**config.mk**
```make
export PLATFORM = sky130hd
export DESIGN_NAME = multdiv_sequencer
export DESIGN_NICKNAME = d
export VERILOG_FILES = /design/src/rtl/multdiv_sequencer.sv
export SDC_FILE = /design/constraint.sdc
export NUM_CORES = 1
export LEC_CHECK = 0
export BUFFER_PORTS_ARGS = -buffer_cell sky130_fd_sc_hd__buf_2
export CORE_AREA = 8 8 113 115
export CTS_CLUSTER_SIZE = 30
export DETAILED_ROUTE_END_ITERATION = 8
export DIE_AREA = 0 0 121 123
export PLACE_DENSITY = 0.84
export SYNTH_ARGS = -nofsm -noshare
export SYNTH_HDL_FRONTEND = slang
export SYNTH_SLANG_ARGS = --single-unit
```
**constraint.sdc**
```tcl
create_clock -name clock -period 3.4 [get_ports clock]
set_input_delay 0.34 -clock clock [delete_from_list [all_inputs] [get_ports clock]]
set_output_delay 0.34 -clock clock [all_outputs]
set_load 0.02 [all_outputs]
```
**src/rtl/multdiv_sequencer.sv**
```systemverilog
// Execute-stage sequencer for the multicycle multiply/divide core.
// Latches the DX operands, fires a one-cycle start pulse at the core, stalls the
// front of the pipeline while the core runs, and presents a registered result
// plus rstatus code for exactly one cycle so the instruction can enter XM.
module multdiv_sequencer #(
  parameter int MAX_CYCLES = 40,
  parameter int CNT_W      = 6
) (
  input  logic        clock,
  input  logic        reset,
  input  logic        assert_mult,
  input  logic        assert_div,
  input  logic [31:0] DX_Latch_A,
  input  logic [31:0] DX_Latch_B,
  input  logic [31:0] md_result,
  input  logic        md_exception,
  input  logic        md_resultRDY,
  output logic        md_ctrl_MULT,
  output logic        md_ctrl_DIV,
  output logic [31:0] md_operandA,
  output logic [31:0] md_operandB,
  output logic        stall,
  output logic [31:0] result,
  output logic        result_valid,
  output logic        exception_valid,
  output logic [31:0] rstatus_value,
  output logic        timeout
);

  typedef enum logic [1:0] {
    IDLE  = 2'd0,
    START = 2'd1,
    BUSY  = 2'd2,
    DONE  = 2'd3
  } state_t;

  localparam logic [CNT_W-1:0] CNT_LAST = CNT_W'(MAX_CYCLES - 1);

  state_t           state;
  state_t           state_nxt;
  logic             op;        // 0 = multiply, 1 = divide
  logic [CNT_W-1:0] cnt;
  logic             exc_q;
  logic             to_q;
  logic             any_req;
  logic             cnt_last;
  logic [31:0]      exc_code;

  assign any_req  = assert_mult | assert_div;
  assign cnt_last = (cnt == CNT_LAST);
  assign exc_code = op ? 32'd5 : 32'd4;

  // State register; reset is asynchronous so the start pulses drop immediately.
  always_ff @(posedge clock or posedge reset) begin
    if (reset) state <= IDLE;
    else       state <= state_nxt;
  end

  // Next-state logic; a dropped request in START/BUSY is a pipeline flush and
  // takes priority over a ready arriving in the same cycle.
  always_comb begin
    state_nxt = state;
    case (state)
      IDLE:    if (any_req) state_nxt = START;
      START:   state_nxt = any_req ? BUSY : IDLE;
      BUSY: begin
        if (!any_req)                     state_nxt = IDLE;
        else if (md_resultRDY || cnt_last) state_nxt = DONE;
      end
      DONE:    state_nxt = IDLE;
      default: state_nxt = IDLE;
    endcase
  end

  // Operand/op latch, watchdog counter and the result hand-off registers.
  // Result, rstatus and flags are cleared on every edge that does not enter
  // DONE, so they are only ever non-zero during the DONE cycle.
  always_ff @(posedge clock or posedge reset) begin
    if (reset) begin
      op            <= 1'b0;
      cnt           <= '0;
      md_operandA   <= '0;
      md_operandB   <= '0;
      result        <= '0;
      rstatus_value <= '0;
      exc_q         <= 1'b0;
      to_q          <= 1'b0;
    end else begin
      result        <= '0;
      rstatus_value <= '0;
      exc_q         <= 1'b0;
      to_q          <= 1'b0;
      case (state)
        IDLE: begin
          if (any_req) begin
            op          <= ~assert_mult;
            md_operandA <= DX_Latch_A;
            md_operandB <= DX_Latch_B;
          end
        end
        START: cnt <= '0;
        BUSY: begin
          if (!cnt_last) cnt <= cnt + 1'b1;
          if (any_req) begin
            if (md_resultRDY) begin
              result        <= md_result;
              exc_q         <= md_exception;
              rstatus_value <= md_exception ? exc_code : 32'd0;
            end else if (cnt_last) begin
              result        <= '0;
              exc_q         <= 1'b1;
              to_q          <= 1'b1;
              rstatus_value <= exc_code;
            end
          end
        end
        default: ;
      endcase
    end
  end

  // Moore outputs plus the combinational stall seen in the first DX cycle.
  always_comb begin
    md_ctrl_MULT    = (state == START) & ~op;
    md_ctrl_DIV     = (state == START) & op;
    stall           = any_req & (state != DONE);
    result_valid    = (state == DONE);
    exception_valid = (state == DONE) & exc_q;
    timeout         = (state == DONE) & to_q;
  end

endmodule

```
# [Word-level counts from Yosys, hierarchy flattened]
# Index checks and enable logic that the tools add are counted.
[totals] ff_bits=139 inputBits=102 output_inout_bits=134 elab_cells=55
[op_classes] n_addsub=1 eq_ne=8 muxes=23 bitwise_logic=8 reduce_logical=6
[ops] op="32-bit two-way mux" n=3
[ops] op="3-bit two-way mux" n=5
[ops] op="6-bit case mux with 2 select lines" n=1
[ops] op="1-bit two-way mux" n=8
[ops] op="2-bit two-way mux" n=4
[ops] op="2-bit case mux with 4 select lines" n=1
[ops] op="6-bit by 1-bit adder with 6-bit output (second input constant)" n=1
[ops] op="6-bit equality test (second input constant)" n=1
[ops] op="6-bit two-way mux" n=1
[ops] op="2-bit inequality test (second input constant)" n=3
[ops] op="2-bit AND reduction" n=3
[ops] op="1-bit AND" n=5
[ops] op="2-bit equality test (second input constant)" n=2
[ops] op="3-bit inequality test (second input constant)" n=1
[ops] op="2-bit by 1-bit equality test with 1-bit output (second input constant)" n=1
[ops] op="2-bit logical NOT" n=1
[ops] op="1-bit NOT" n=2
[ops] op="2-bit nonzero test" n=1
[ops] op="1-bit logical OR" n=1
[ops] op="1-bit OR" n=1

# [Longest topological paths before layout]
[depth] word_depth=5 ltp_mapped=5 mapped_depth_nobuf=4

# [Worst setup path after synthesis]
# Ideal clock, no wire load.
[synth_timing] kind="register to register" start="register state[1]" end="register md_operandB[0]" setup_time_ps=125 arrival_ps=1457 required_time_ps=3275 path_slack_ps=1818 path_stages_with_launch=5 path_buffers=2 period_less_slack_ps=1582 cell_sequence="dfrtp_1 -> buf_2 -> nor3_4 -> buf_6 -> mux2_2"
[synth_via] elab_chain_len=2
[synth_lines] item="from (decl)" line="39" rtl="state_t state;"
[synth_lines] item="from (signal assigned)" line="56" rtl="else state <= state_nxt;"
[synth_lines] item="2-bit logical NOT" line="93" rtl="case (state)"
[synth_lines] item="2-bit AND reduction (no source line)"
[synth_lines] item="to (signal assigned)" line="98" rtl="md_operandB <= DX_Latch_B;"
[synth_lines] item="to (decl)" line="21" rtl="output logic [31:0] md_operandB,"
# No other way between the ends.
# A chain may end at the register's enable or synchronous reset.

# [Final worst setup path]
[layout_timing] start="register state[1]" end="register md_operandB[18]"
# The elaborated chain is that of the path after synthesis.

==> impl_metrics.json <==
{
  "status": "finished, final reports clean",
  "syn_to_final_growth_pct": 29.9,
  "ys.flop_type": "dfrtp_1",
  "detail_route.wl_per_cell_um": 15.6,
  "worstSkewPairLatency_ns": 0.34,
  "min_period_ns": 2.10,
  "worst_setup_path_end_kind": "flop",
  "pwr-share-clk_pct": 19.0,
  "grt_first_pass_wirelength_um": 16200,
  "initial_utilization_pct": 39.0,
  "internal_power_uw": 3060,
  "worst_slack_ns": 1.30,
  "drv_cap": 0,
  "yosys.area.top_type": "dfrtp_1",
  "vias_per_cell": 4.61,
  "io_buffer_count": 205,
  "synth_seq_cells": 108,
  "root_buffer": "clkbuf_16",
  "reg2reg_from": "state[1]$_DFFE_PP0P_",
  "critPathMaxStageDelay_ns": 0.62,
  "antenna_found_initial": 0,
  "r2r_slack_ns": 1.30,
  "hold_depth": 2,
  "dp_hpwl_um": 8190,
  "seqPwrFrac_pct": 40.8,
  "drive_above_1_share_pct": 55.1,
  "cp_max_fo": 64,
  "synth_warnings": 0,
  "htree_levels": 3,
  "pwr_density_cell_nw_per_um2": 876,
  "dieHeight_um": 123,
  "clock-sinks": 108,
  "whs_ns": 0.200,
  "grt_pass1_vias": 3207,
  "worstHoldStart": "assert_mult",
  "clockBufferDepth": 2,
  "worstMarginPinSlew_ns": 1.07,
  "grt-ovfl-total": 0,
  "syn_area_um2": 4320,
  "grt_max_degree": 94,
  "worst_setup_hold_path_clk_slew_ns": 0.07,
  "die_w_um": 121,
  "p_leak_uw": 0.00291,
  "path_cells": "nor3_4 > buf_4 > mux2_2",
  "p_sw_share_pct": 37.8,
  "gp_congestion": 0.760,
  "cts_hold_buffers": 0,
  "combPwrFrac_pct": 40.2,
  "cp.required_ns": 3.62,
  "dieArea_um2": 14900,
  "drtIter0Drc": 162,
  "nFillCells": 954,
  "r2r_end": "md_operandB[18]$_DFFE_PP0P_",
  "ys_types": 35,
  "max_freq_mhz": 477,
  "num-nets-final": 619,
  "core_area_um2": 11100,
  "hold_viol_final": 0,
  "drv_slew": 0,
  "drcViolationCount": 0,
  "start_kind": "flop",
  "dr_total_vias": 3062,
  "min_path_type": "primary input to flop",
  "synthCells": 311,
  "cts_setup_buffers": 0,
  "reg2reg_depth": 3,
  "cts-resized-gates": 0,
  "dr.pass1.iters": 4,
  "ys_async_sr_fraction_pct": 100,
  "final_cell_mix": "buf_2, dfrtp_1, mux2_2",
  "cts_buffers": 9,
  "vdd_drop_max_uv": 389,
  "num_io_pins": 236,
  "place_ws_ns": 1.31,
  "rows": 39,
  "min_to": "op$_DFFE_PP0P_",
  "final_antenna_net_count": 0,
  "skew_ns": 0.00841,
  "syn_avg_cell_area_um2": 13.9,
  "wirelength_um": 10400,
  "tritoncts": "built",
  "ys_seq_area_share_pct": 62.5,
  "finalCritPeriodShare_pct": 61.6,
  "synth_top_area_share_pct": 62.5,
  "crit_slowest_cell": "buf_4",
  "critPathArrivalTime_ns": 2.32,
  "final_common_cell": "buf_2",
  "grt_usage_pct": 13.6,
  "setup_tns_ns": 0,
  "diodes": 0,
  "switching_power_uw": 1860,
  "synth_edf_count": 0,
  "rsz0062_at_grt": "no",
  "relSlewSlack_pct": 28.5,
  "setup_viol": 0,
  "crit_type": "flop to flop",
  "synth_area_leaders": "dfrtp_1, mux2_2, buf_4, and2_1, buf_6",
  "post-route-util_pct": 50.7,
  "power_uw": 4930
}
## power by group through the flow
stage | Combinational (uW) | Sequential (uW) | Clock (uW)
2_1_floorplan | 889 | 2520 | 0
3_5_place_dp | 2020 | 2040 | 0
4_1_cts | 2020 | 2010 | 978
3_3_place_gp | 1960 | 2000 | 0
5_1_grt | 2130 | 2080 | 1030
6_report | 1980 | 2010 | 938
## per-layer routing
layer	routed length, um	track usage (%)	part of all wire, %	vias up
li1	-	-	-	1399
met1	3700	14.7	36	1472
met2	5070	22.0	49	174
met3	1420	6.85	14	17
met4	176	6.40	1.7	0
met5	0	0	0	-
## sequential cells by signal, summed over array words and instances, names as in the netlist
name,count
result,32
op,1
cnt,6
md_operandB,32
to_q,1
md_operandA,32
state,2
rstatus_value,2
## stage by stage
stage / instances / instance area (um^2)
after global routing: 664 / 5620
final: 664 / 5620
after floorplan: 340 / 4430
after global placement: 648 / 5350
after CTS: 664 / 5620
after detailed placement: 648 / 5350
## worst max path at each step
stage                     cells past startpoint  slack, ns            startpoint                     endpoint
after floorplan                               1       0.21                 reset           cnt[0]$_DFFE_PP0P_
after global placement                        3       1.40  state[1]$_DFFE_PP0P_  md_operandB[13]$_DFFE_PP0P_
after detailed placement                      3       1.31  state[1]$_DFFE_PP0P_  md_operandB[20]$_DFFE_PP0P_
after CTS                                     3       1.31  state[1]$_DFFE_PP0P_  md_operandB[20]$_DFFE_PP0P_
after global routing                          3       1.20  state[1]$_DFFE_PP0P_  md_operandB[18]$_DFFE_PP0P_
final                                         3       1.30  state[1]$_DFFE_PP0P_  md_operandB[18]$_DFFE_PP0P_
## kinds of logic after synthesis
family,count (synthesis),synth area share [%]
AND/OR/NAND/NOR,68,9.17
other,1,0.0867
multiplexers,64,16.7
AO/OA/AOI/OAI,20,3.27
buffers and inverters,49,8.01
flip-flops,108,62.5
adder cells (fa/ha/maj),1,0.289
## area by class of cell
| type | instances | area [um^2] | share of cell area (%) |
|---|---|---|---|
| Multi-Input combinational cell | 183 | 1390 | 24.7 |
| Tap cell | 143 | 179 | 3.18 |
| Clock buffer | 11 | 233 | 4.14 |
| Inverter | 5 | 21.3 | 0.379 |
| Sequential cell | 108 | 2700 | 48.1 |
| Timing Repair Buffer | 209 | 1060 | 18.8 |
| Clock inverter | 5 | 38.8 | 0.690 |
## Yosys cell counts, types with 3 or more instances
library cell / number
a21oi_1: 5
and2_1: 33
and3_1: 3
buf_4: 31
buf_6: 6
clkbuf_1: 6
dfrtp_1: 108
inv_1: 5
mux2_1: 5
mux2_2: 59
nand2_1: 5
nand2b_1: 3
nand3_1: 4
nor2_1: 8
nor3_1: 4
o21ai_0: 3
## worst max-delay path: cells and delay by family, from the launching register on
kind / cells / cell delay (ns)
AND/OR/NAND/NOR: 1 / 0.26
buffers and inverters: 1 / 0.62
flip-flops: 1 / 0.60
multiplexers: 1 / 0.42
Note: power is estimated with default switching activity, not from simulation.
